$ cat src/rtl/obi_ram_rr_scheduler.sv
// -----------------------------------------------------------------------------
// obi_ram_rr_scheduler
//
// Purpose:
//   Shares one single-port SRAM port between NUM_REQ OBI requesters. The
//   scheduler issues at most one RAM access per cycle, and accesses are
//   pipelined. Grant and RAM strobe happen in cycle N. The response
//   (rvalid/rdata) returns to the granted requester in cycle N+1. A response
//   is returned for writes as well as reads.
//
// Configuration macro:
//   OBI_ARB_PRIO0_EN - When defined, requester 0 has strict priority. Ports
//                      1..NUM_REQ-1 round-robin among themselves, and the
//                      pointer only advances on their grants. When undefined,
//                      all ports take part in pure round-robin.
//
// Ports:
//   clk_i        - Clock. All logic runs on the rising edge.
//   rst_i        - Synchronous, active-high reset. Also blocks grants
//                  combinationally.
//   stall_i      - RAM port unavailable this cycle. No grant is issued.
//   req_i        - OBI request, one bit per requester.
//   addr_i       - Packed byte addresses. Requester k is at [k*AW +: AW].
//   we_i         - Packed write enables.
//   be_i         - Packed byte enables.
//   wdata_i      - Packed write data.
//   gnt_o        - One-hot (or zero) grant. Combinational.
//   rvalid_o     - One-hot (or zero) response valid. Registered.
//   rdata_o      - Shared read data. Passed straight through from the RAM.
//   ram_en_o     - RAM access strobe.
//   ram_we_o     - RAM write enable. Only meaningful with ram_en_o.
//   ram_be_o     - RAM byte enables.
//   ram_addr_o   - RAM word address.
//   ram_wdata_o  - RAM write data.
//   ram_rdata_i  - RAM read data. Valid one cycle after ram_en_o.
// -----------------------------------------------------------------------------
module obi_ram_rr_scheduler #(
  parameter int NUM_REQ        = 3,
  parameter int SOC_ADDR_WIDTH = 32,
  parameter int RAM_ADDR_WIDTH = 12,
  parameter int RAM_DATA_WIDTH = 32
) (
  input  logic                          clk_i,
  input  logic                          rst_i,
  input  logic                          stall_i,
  input  logic [NUM_REQ-1:0]            req_i,
  input  logic [NUM_REQ*SOC_ADDR_WIDTH-1:0] addr_i,
  input  logic [NUM_REQ-1:0]            we_i,
  input  logic [NUM_REQ*RAM_DATA_WIDTH/8-1:0] be_i,
  input  logic [NUM_REQ*RAM_DATA_WIDTH-1:0]   wdata_i,
  output logic [NUM_REQ-1:0]            gnt_o,
  output logic [NUM_REQ-1:0]            rvalid_o,
  output logic [RAM_DATA_WIDTH-1:0]     rdata_o,
  output logic                          ram_en_o,
  output logic                          ram_we_o,
  output logic [RAM_DATA_WIDTH/8-1:0]   ram_be_o,
  output logic [RAM_ADDR_WIDTH-1:0]     ram_addr_o,
  output logic [RAM_DATA_WIDTH-1:0]     ram_wdata_o,
  input  logic [RAM_DATA_WIDTH-1:0]     ram_rdata_i
);

  localparam int BE_W  = RAM_DATA_WIDTH / 8;
  localparam int ALIGN = $clog2(BE_W);
  localparam int PW    = (NUM_REQ > 1) ? $clog2(NUM_REQ) : 1;
  localparam logic [NUM_REQ-1:0] ONE_HOT0 = {{(NUM_REQ-1){1'b0}}, 1'b1};

  logic [PW-1:0]      rr_ptr_q, rr_ptr_d;
  logic [NUM_REQ-1:0] rvalid_q, rvalid_d;
  logic [PW-1:0]      win_idx_s;
  logic               win_vld_s;
  logic               grant_s;
  logic [NUM_REQ-1:0] gnt_s;

  // Only the word-address bits of each byte address reach the RAM.
  logic unused_addr_bits_s;
  assign unused_addr_bits_s = ^addr_i;

  // Find the first requesting port, searching upward from rr_ptr with wrap.
  always_comb begin
    logic [PW:0] cand;
    cand      = '0;
    win_idx_s = '0;
    win_vld_s = 1'b0;
`ifdef OBI_ARB_PRIO0_EN
    if (req_i[0]) begin
      // Port 0 preempts the rotation entirely.
      win_idx_s = '0;
      win_vld_s = 1'b1;
    end else begin
      for (int i = 0; i < NUM_REQ; i++) begin
        cand = {1'b0, rr_ptr_q} + (PW+1)'(i);
        if (cand >= (PW+1)'(NUM_REQ)) begin
          cand = cand - (PW+1)'(NUM_REQ);
        end else begin
          cand = cand;
        end
        if (!win_vld_s && (cand != '0) && req_i[cand[PW-1:0]]) begin
          win_idx_s = cand[PW-1:0];
          win_vld_s = 1'b1;
        end else begin
          win_vld_s = win_vld_s;
        end
      end
    end
`else
    for (int i = 0; i < NUM_REQ; i++) begin
      cand = {1'b0, rr_ptr_q} + (PW+1)'(i);
      if (cand >= (PW+1)'(NUM_REQ)) begin
        cand = cand - (PW+1)'(NUM_REQ);
      end else begin
        cand = cand;
      end
      if (!win_vld_s && req_i[cand[PW-1:0]]) begin
        win_idx_s = cand[PW-1:0];
        win_vld_s = 1'b1;
      end else begin
        win_vld_s = win_vld_s;
      end
    end
`endif
  end

  // A grant needs a winner, a free RAM port and no reset in progress.
  assign grant_s = win_vld_s & ~stall_i & ~rst_i;
  assign gnt_o   = gnt_s;

  // Grant vector and RAM request mux from the winning port.
  always_comb begin
    if (grant_s) begin
      gnt_s = ONE_HOT0 << win_idx_s;
    end else begin
      gnt_s = '0;
    end
    ram_en_o    = grant_s;
    ram_we_o    = grant_s & we_i[win_idx_s];
    ram_be_o    = be_i[int'(win_idx_s)*BE_W +: BE_W];
    ram_addr_o  = addr_i[int'(win_idx_s)*SOC_ADDR_WIDTH + ALIGN +: RAM_ADDR_WIDTH];
    ram_wdata_o = wdata_i[int'(win_idx_s)*RAM_DATA_WIDTH +: RAM_DATA_WIDTH];
  end

  // Next-state logic: the pointer moves past the winner, and rvalid tracks the grant.
  always_comb begin
    rr_ptr_d = rr_ptr_q;
    rvalid_d = '0;
    if (grant_s) begin
      rvalid_d = gnt_s;
`ifdef OBI_ARB_PRIO0_EN
      // Priority grants to port 0 leave the rotation of 1..N-1 untouched.
      if (win_idx_s == '0) begin
        rr_ptr_d = rr_ptr_q;
      end else if (win_idx_s == PW'(NUM_REQ-1)) begin
        rr_ptr_d = '0;
      end else begin
        rr_ptr_d = win_idx_s + PW'(1);
      end
`else
      if (win_idx_s == PW'(NUM_REQ-1)) begin
        rr_ptr_d = '0;
      end else begin
        rr_ptr_d = win_idx_s + PW'(1);
      end
`endif
    end else begin
      rr_ptr_d = rr_ptr_q;
    end
  end

  // State registers with synchronous reset.
  always_ff @(posedge clk_i) begin
    if (rst_i) begin
      rr_ptr_q <= '0;
      rvalid_q <= '0;
    end else begin
      rr_ptr_q <= rr_ptr_d;
      rvalid_q <= rvalid_d;
    end
  end

  assign rvalid_o = rvalid_q;
  assign rdata_o  = ram_rdata_i;

endmodule
$ cat config.mk
export PLATFORM = sky130hd
export DESIGN_NAME = obi_ram_rr_scheduler
export DESIGN_NICKNAME = d
export VERILOG_FILES = /design/src/rtl/obi_ram_rr_scheduler.sv
export SDC_FILE = /design/constraint.sdc
export NUM_CORES = 1
export LEC_CHECK = 0
export BUFFER_PORTS_ARGS = -buffer_cell sky130_fd_sc_hd__buf_2
export CORE_AREA = 2 2 129 131
export CTS_CLUSTER_SIZE = 14
export DETAILED_ROUTE_END_ITERATION = 7
export DIE_AREA = 0 0 131 133
export HOLD_SLACK_MARGIN = 0.12
export PLACE_DENSITY = 0.49
export SLEW_MARGIN = 10
export SYNTH_ARGS = -nofsm -noshare
export SYNTH_HDL_FRONTEND = slang
export SYNTH_SLANG_ARGS = --single-unit
$ cat constraint.sdc
create_clock -name clk_i -period 2.86 [get_ports clk_i]
set_clock_uncertainty 0.1 [all_clocks]
set_input_delay 0.429 -clock clk_i [delete_from_list [all_inputs] [get_ports clk_i]]
set_output_delay 0.429 -clock clk_i [all_outputs]
set_load 0.01 [all_outputs]
==> results <==
- The floorplan has 47 rows.
- The share of synthesized cell area in and, or, nand and nor gates is 19.3%.
- After detailed routing, the number of vias per cell comes to 3.62.
- For the worst flop-to-flop path, the logic depth is 10.
- Summing every instance area after synthesis gives 1760 µm².
- The global routing stage identified its most utilized layer as met2.
- The setup total negative slack is 0 ps.
- Cell internal power was estimated by the tool at 1.89 mW.
- The most common cell in the synthesized netlist is sky130_fd_sc_hd__nand2_1.
- In this run, the clock network consumes 6.5% of the power.
- Entering global routing, the biggest net connects 31 pins.
- The startpoint-to-endpoint class of the critical path is register to primary output.
- The area share of the largest cell type after synthesis is 28.4%.
- The depth of the worst hold-timing path is 2.
- For met1 alone, demand over resource in global routing was 8.53%.
- The count of nets left with antenna violations once routing finished came out at 0.
- The number of antenna diodes in the final layout is 0.
- The final count of hold timing violations was 0.
- The via count of the first global-routing pass is 2,087.
- The met2 track demand over resource is 13.7%.
- At the later pin of the worst-skew pair, clock insertion delay measures 220 ps.
- The startpoint type of the worst setup path is a register.
- The first-pass iteration count of the detailed router is 4.
- The reg-to-reg startpoint is rr_ptr_q[1].
- For this run, the number of Yosys warnings is 0.
- Dividing the detail-routed wire length by the instance count gives 12.5 µm.
- The endpoint of the worst setup timing path is ram_wdata_o[23].
- The final setup violation count is 0.
- The clock transition at the register clock pins on the worst setup and hold paths after CTS is 30 ps.
- Global routing consumed, on the met3 layer, 0.687% of the routing resources.
- In the routed design, unresolved DRC markers number 0.
- The layout-stage area growth over the synthesis result is 85.7%.
- Combinational logic is responsible for 90.4% of the overall power.
- For this run, asynchronously set or reset flops after synthesis account for 0%.
- The critical path launch point is rr_ptr_q[1].
- The mux contribution to synthesized area is 29.3%.
- The area fraction in compound gates after synthesis is 21.0%.
- The proportion of total power due to net switching is 46.3%.
- In this run the clock root is driven by a sky130_fd_sc_hd__clkbuf_16.
- The final layout contains routed wiring with a total length of 8260 µm.
- The main combinational cell family by area after synthesis is multiplexers.
- The number of CTS-inserted buffers is 3.
- The most instantiated flip-flop cell in the synthesis netlist is sky130_fd_sc_hd__dfxtp_1.
- Headroom to the max-slew limit came out at 77.1%.
- The clock period could shrink to 2830 ps.
- By area the synthesized netlist is led by sky130_fd_sc_hd__mux2i_1 (28%), sky130_fd_sc_hd__buf_4 (16%), sky130_fd_sc_hd__nand2_1 (11%).
- IR analysis of the VDD net gives a maximum drop of 0.326 mV.
- The flip-flop and latch count after synthesis is 5.
- Dividing the synthesized area by the synthesized cell count gives 6.85 µm².
- The min-delay analysis places its worst path in the category input port to register.
- Once detailed placement completed, the half-perimeter wirelength came to 5970 µm.
- Summing the sequential cell areas from Yosys gives 5.68% of the chip area.
- Counting tap cells, the placed design contains a total of 645 instances.
- The max-cap violation count is 0.
- The core utilization of the finished layout is 20.2%.
- The critical path data required time is 2330 ps.
- The proportion of layout cells with a drive suffix above 1 is 59.6%.
- The worst path arrival time is 2300 ps.
- Setup slack on the worst reg-to-reg path comes out at 520 ps.
- After Yosys synthesis, XOR and XNOR cells account for 0% of the synthesized area.
- Of the total power, registers draw 3.1%.
- The chip width is 131 µm.
- In this run the power spent charging and discharging nets is 1.63 mW.
- After technology mapping, the gate count stands at 257.
- The number of top-level pins is 333.
- The worst register-to-register path ends at rr_ptr_q[1].
- The total count of max-transition violations in the final report came to 0.
- Setup repair after global routing could not meet its margin everywhere.
- The synthesized netlist net count is 506.
- The leakage power figure is 1.63 nW.
- The largest total area in the synthesized netlist belongs to sky130_fd_sc_hd__mux2i_1.
- The die is 133 µm tall.
- Of the total synthesized cell area, the portion taken by full adders, half adders and majority gates is 2.84%.
- In this run the number of H-tree levels came out at 1.
- The longest clock path from root to sink contains 2 buffers.
- Dividing total power by cell area gives a power density of 1070 nW/µm².
- Along the worst path, the maximum fanout reaches 10.
- The floorplan step defined a die boundary enclosing 17,400 µm².
- The initial core utilization is 10.9%.
- The transition time at the pin with the least slew margin is 343 ps.
- The worst path uses 98.8% of the clock period.
- After global routing the overflow that remains totals 0.
- Buffers inserted to repair hold after CTS numbered 0.
- The routability congestion estimate is 0.699.
- Static timing analysis puts the maximum clock frequency at 354 MHz.
- Across all layers, the routed design uses 2,397 vias.
- The final standard cell count with taps included and fillers excluded is 663.
- The violation count after the first detailed-routing iteration is 37.
- Yosys mapped the design onto 38 distinct sky130hd cell types.
- Global routing used 7.39% of the available tracks.
- The placeable core region is 16,200 µm².
- The run finished with clean final reports.
- The overall power after layout is 3.51 mW.
- In the synthesized netlist, the cells that appear most often are sky130_fd_sc_hd__nand2_1 (53), sky130_fd_sc_hd__mux2i_1 (50), sky130_fd_sc_hd__buf_4 (37).
- The number of nets in the layout is 693.
- Port buffering added 208 buffers.
- The critical hold path startpoint is rst_i.
- STA classifies the critical path endpoint as a primary output.
- The number of enable-type register cells in the synthesized netlist is 0.
- TritonCTS built the clock tree.
- The initial antenna violation count is 0.
- The count of clock tree sinks is 5.
- The first global-routing pass estimated 10,200 µm of wire.
final cells by class:
cell class / instances / area, µm²
Tap cell: 220 / 275
Fill cell: 1828 / 12900
Timing Repair Buffer: 234 / 1430
Clock buffer: 4 / 78.8
Inverter: 5 / 18.8
Multi-Input combinational cell: 195 / 1370
Sequential cell: 5 / 105
cell usage in the layout (no fill, tap or decap), types with 2 or more instances in the layout:
cell type and instances:
sky130_fd_sc_hd__and2_1 2, sky130_fd_sc_hd__nand2b_1 2, sky130_fd_sc_hd__buf_8 2, sky130_fd_sc_hd__mux2i_2 5, sky130_fd_sc_hd__a21oi_1 4, sky130_fd_sc_hd__nand2_1 53, sky130_fd_sc_hd__ha_2 2, sky130_fd_sc_hd__inv_1 2
sky130_fd_sc_hd__o21ai_0 7, sky130_fd_sc_hd__buf_2 208, sky130_fd_sc_hd__mux2i_1 45, sky130_fd_sc_hd__nor3_1 2, sky130_fd_sc_hd__buf_12 5, sky130_fd_sc_hd__buf_16 2, sky130_fd_sc_hd__nand3b_1 3, sky130_fd_sc_hd__inv_2 3
sky130_fd_sc_hd__ha_4 2, sky130_fd_sc_hd__o21ai_1 43, sky130_fd_sc_hd__clkbuf_16 7, sky130_fd_sc_hd__nor3b_1 2, sky130_fd_sc_hd__nand3_1 2, sky130_fd_sc_hd__buf_4 12, sky130_fd_sc_hd__dfxtp_1 3
cells by family after synthesis:
logic type,after synthesis
buf+inv,57
flops,5
simple gates,75
fa+ha+maj,4
compound gates,65
mux,51
power groups by stage:
stage / clock, mW / combinational (mW) / sequential, mW
2_1_floorplan: 0 / 1.65 / 0.105
4_1_cts: 0.234 / 2.77 / 0.106
3_5_place_dp: 0 / 2.59 / 0.100
6_report: 0.230 / 3.18 / 0.108
5_1_grt: 0.240 / 3.47 / 0.109
3_3_place_gp: 0 / 2.60 / 0.0995
worst min path at each step:
stage | to | slack, ps
global route | rr_ptr_q[1] | 300
floorplan | rr_ptr_q[1] | 360
detailed placement | rr_ptr_q[0] | 430
global placement | rr_ptr_q[0] | 430
finish | rr_ptr_q[1] | 290
CTS | rr_ptr_q[1] | 290
sequential cells by signal, indices dropped and copies added (netlist names):
register,count
rr_ptr_q,2
rvalid_o,3
stage by stage:
step / setup slack [ps] / area (µm²) / hold slack [ps]
floorplan: 211 / 1760 / 359
global placement: 22.1 / 2870 / 429
detailed placement: 29.0 / 2870 / 434
CTS: -27.3 / 3040 / 292
global route: -65.8 / 3270 / 296
finish: 34.5 / 3270 / 290
critical path, stage by stage, from the launching register on:
cell and delay [ps]:
sky130_fd_sc_hd__dfxtp_2 310, sky130_fd_sc_hd__inv_2 70, sky130_fd_sc_hd__ha_4 180, sky130_fd_sc_hd__mux2i_2 260, sky130_fd_sc_hd__nand3_1 120, sky130_fd_sc_hd__o211a_4 250
sky130_fd_sc_hd__nor2_4 100, sky130_fd_sc_hd__buf_12 170, sky130_fd_sc_hd__clkbuf_16 190, sky130_fd_sc_hd__mux2i_1 190, sky130_fd_sc_hd__o21ai_1 70, sky130_fd_sc_hd__buf_2 140
routing by layer:
metal,vias up,part of all wire [%],wire length [µm]
met4,0,2.3,194
met1,1008,42,3490
li1,1236,-,-
met3,24,6.3,519
met5,-,0,0
met2,129,49,4060
repair_timing:
| action | CTS | global route |
|---|---|---|
| cloned | 1 | 4 |
| resized for setup | 10 | 33 |
| setup buffers | 1 | 8 |
| setup endpoints to repair | 52 | 51 |
| pin swaps | 0 | 8 |
Power figures use the tool's default switching activity.
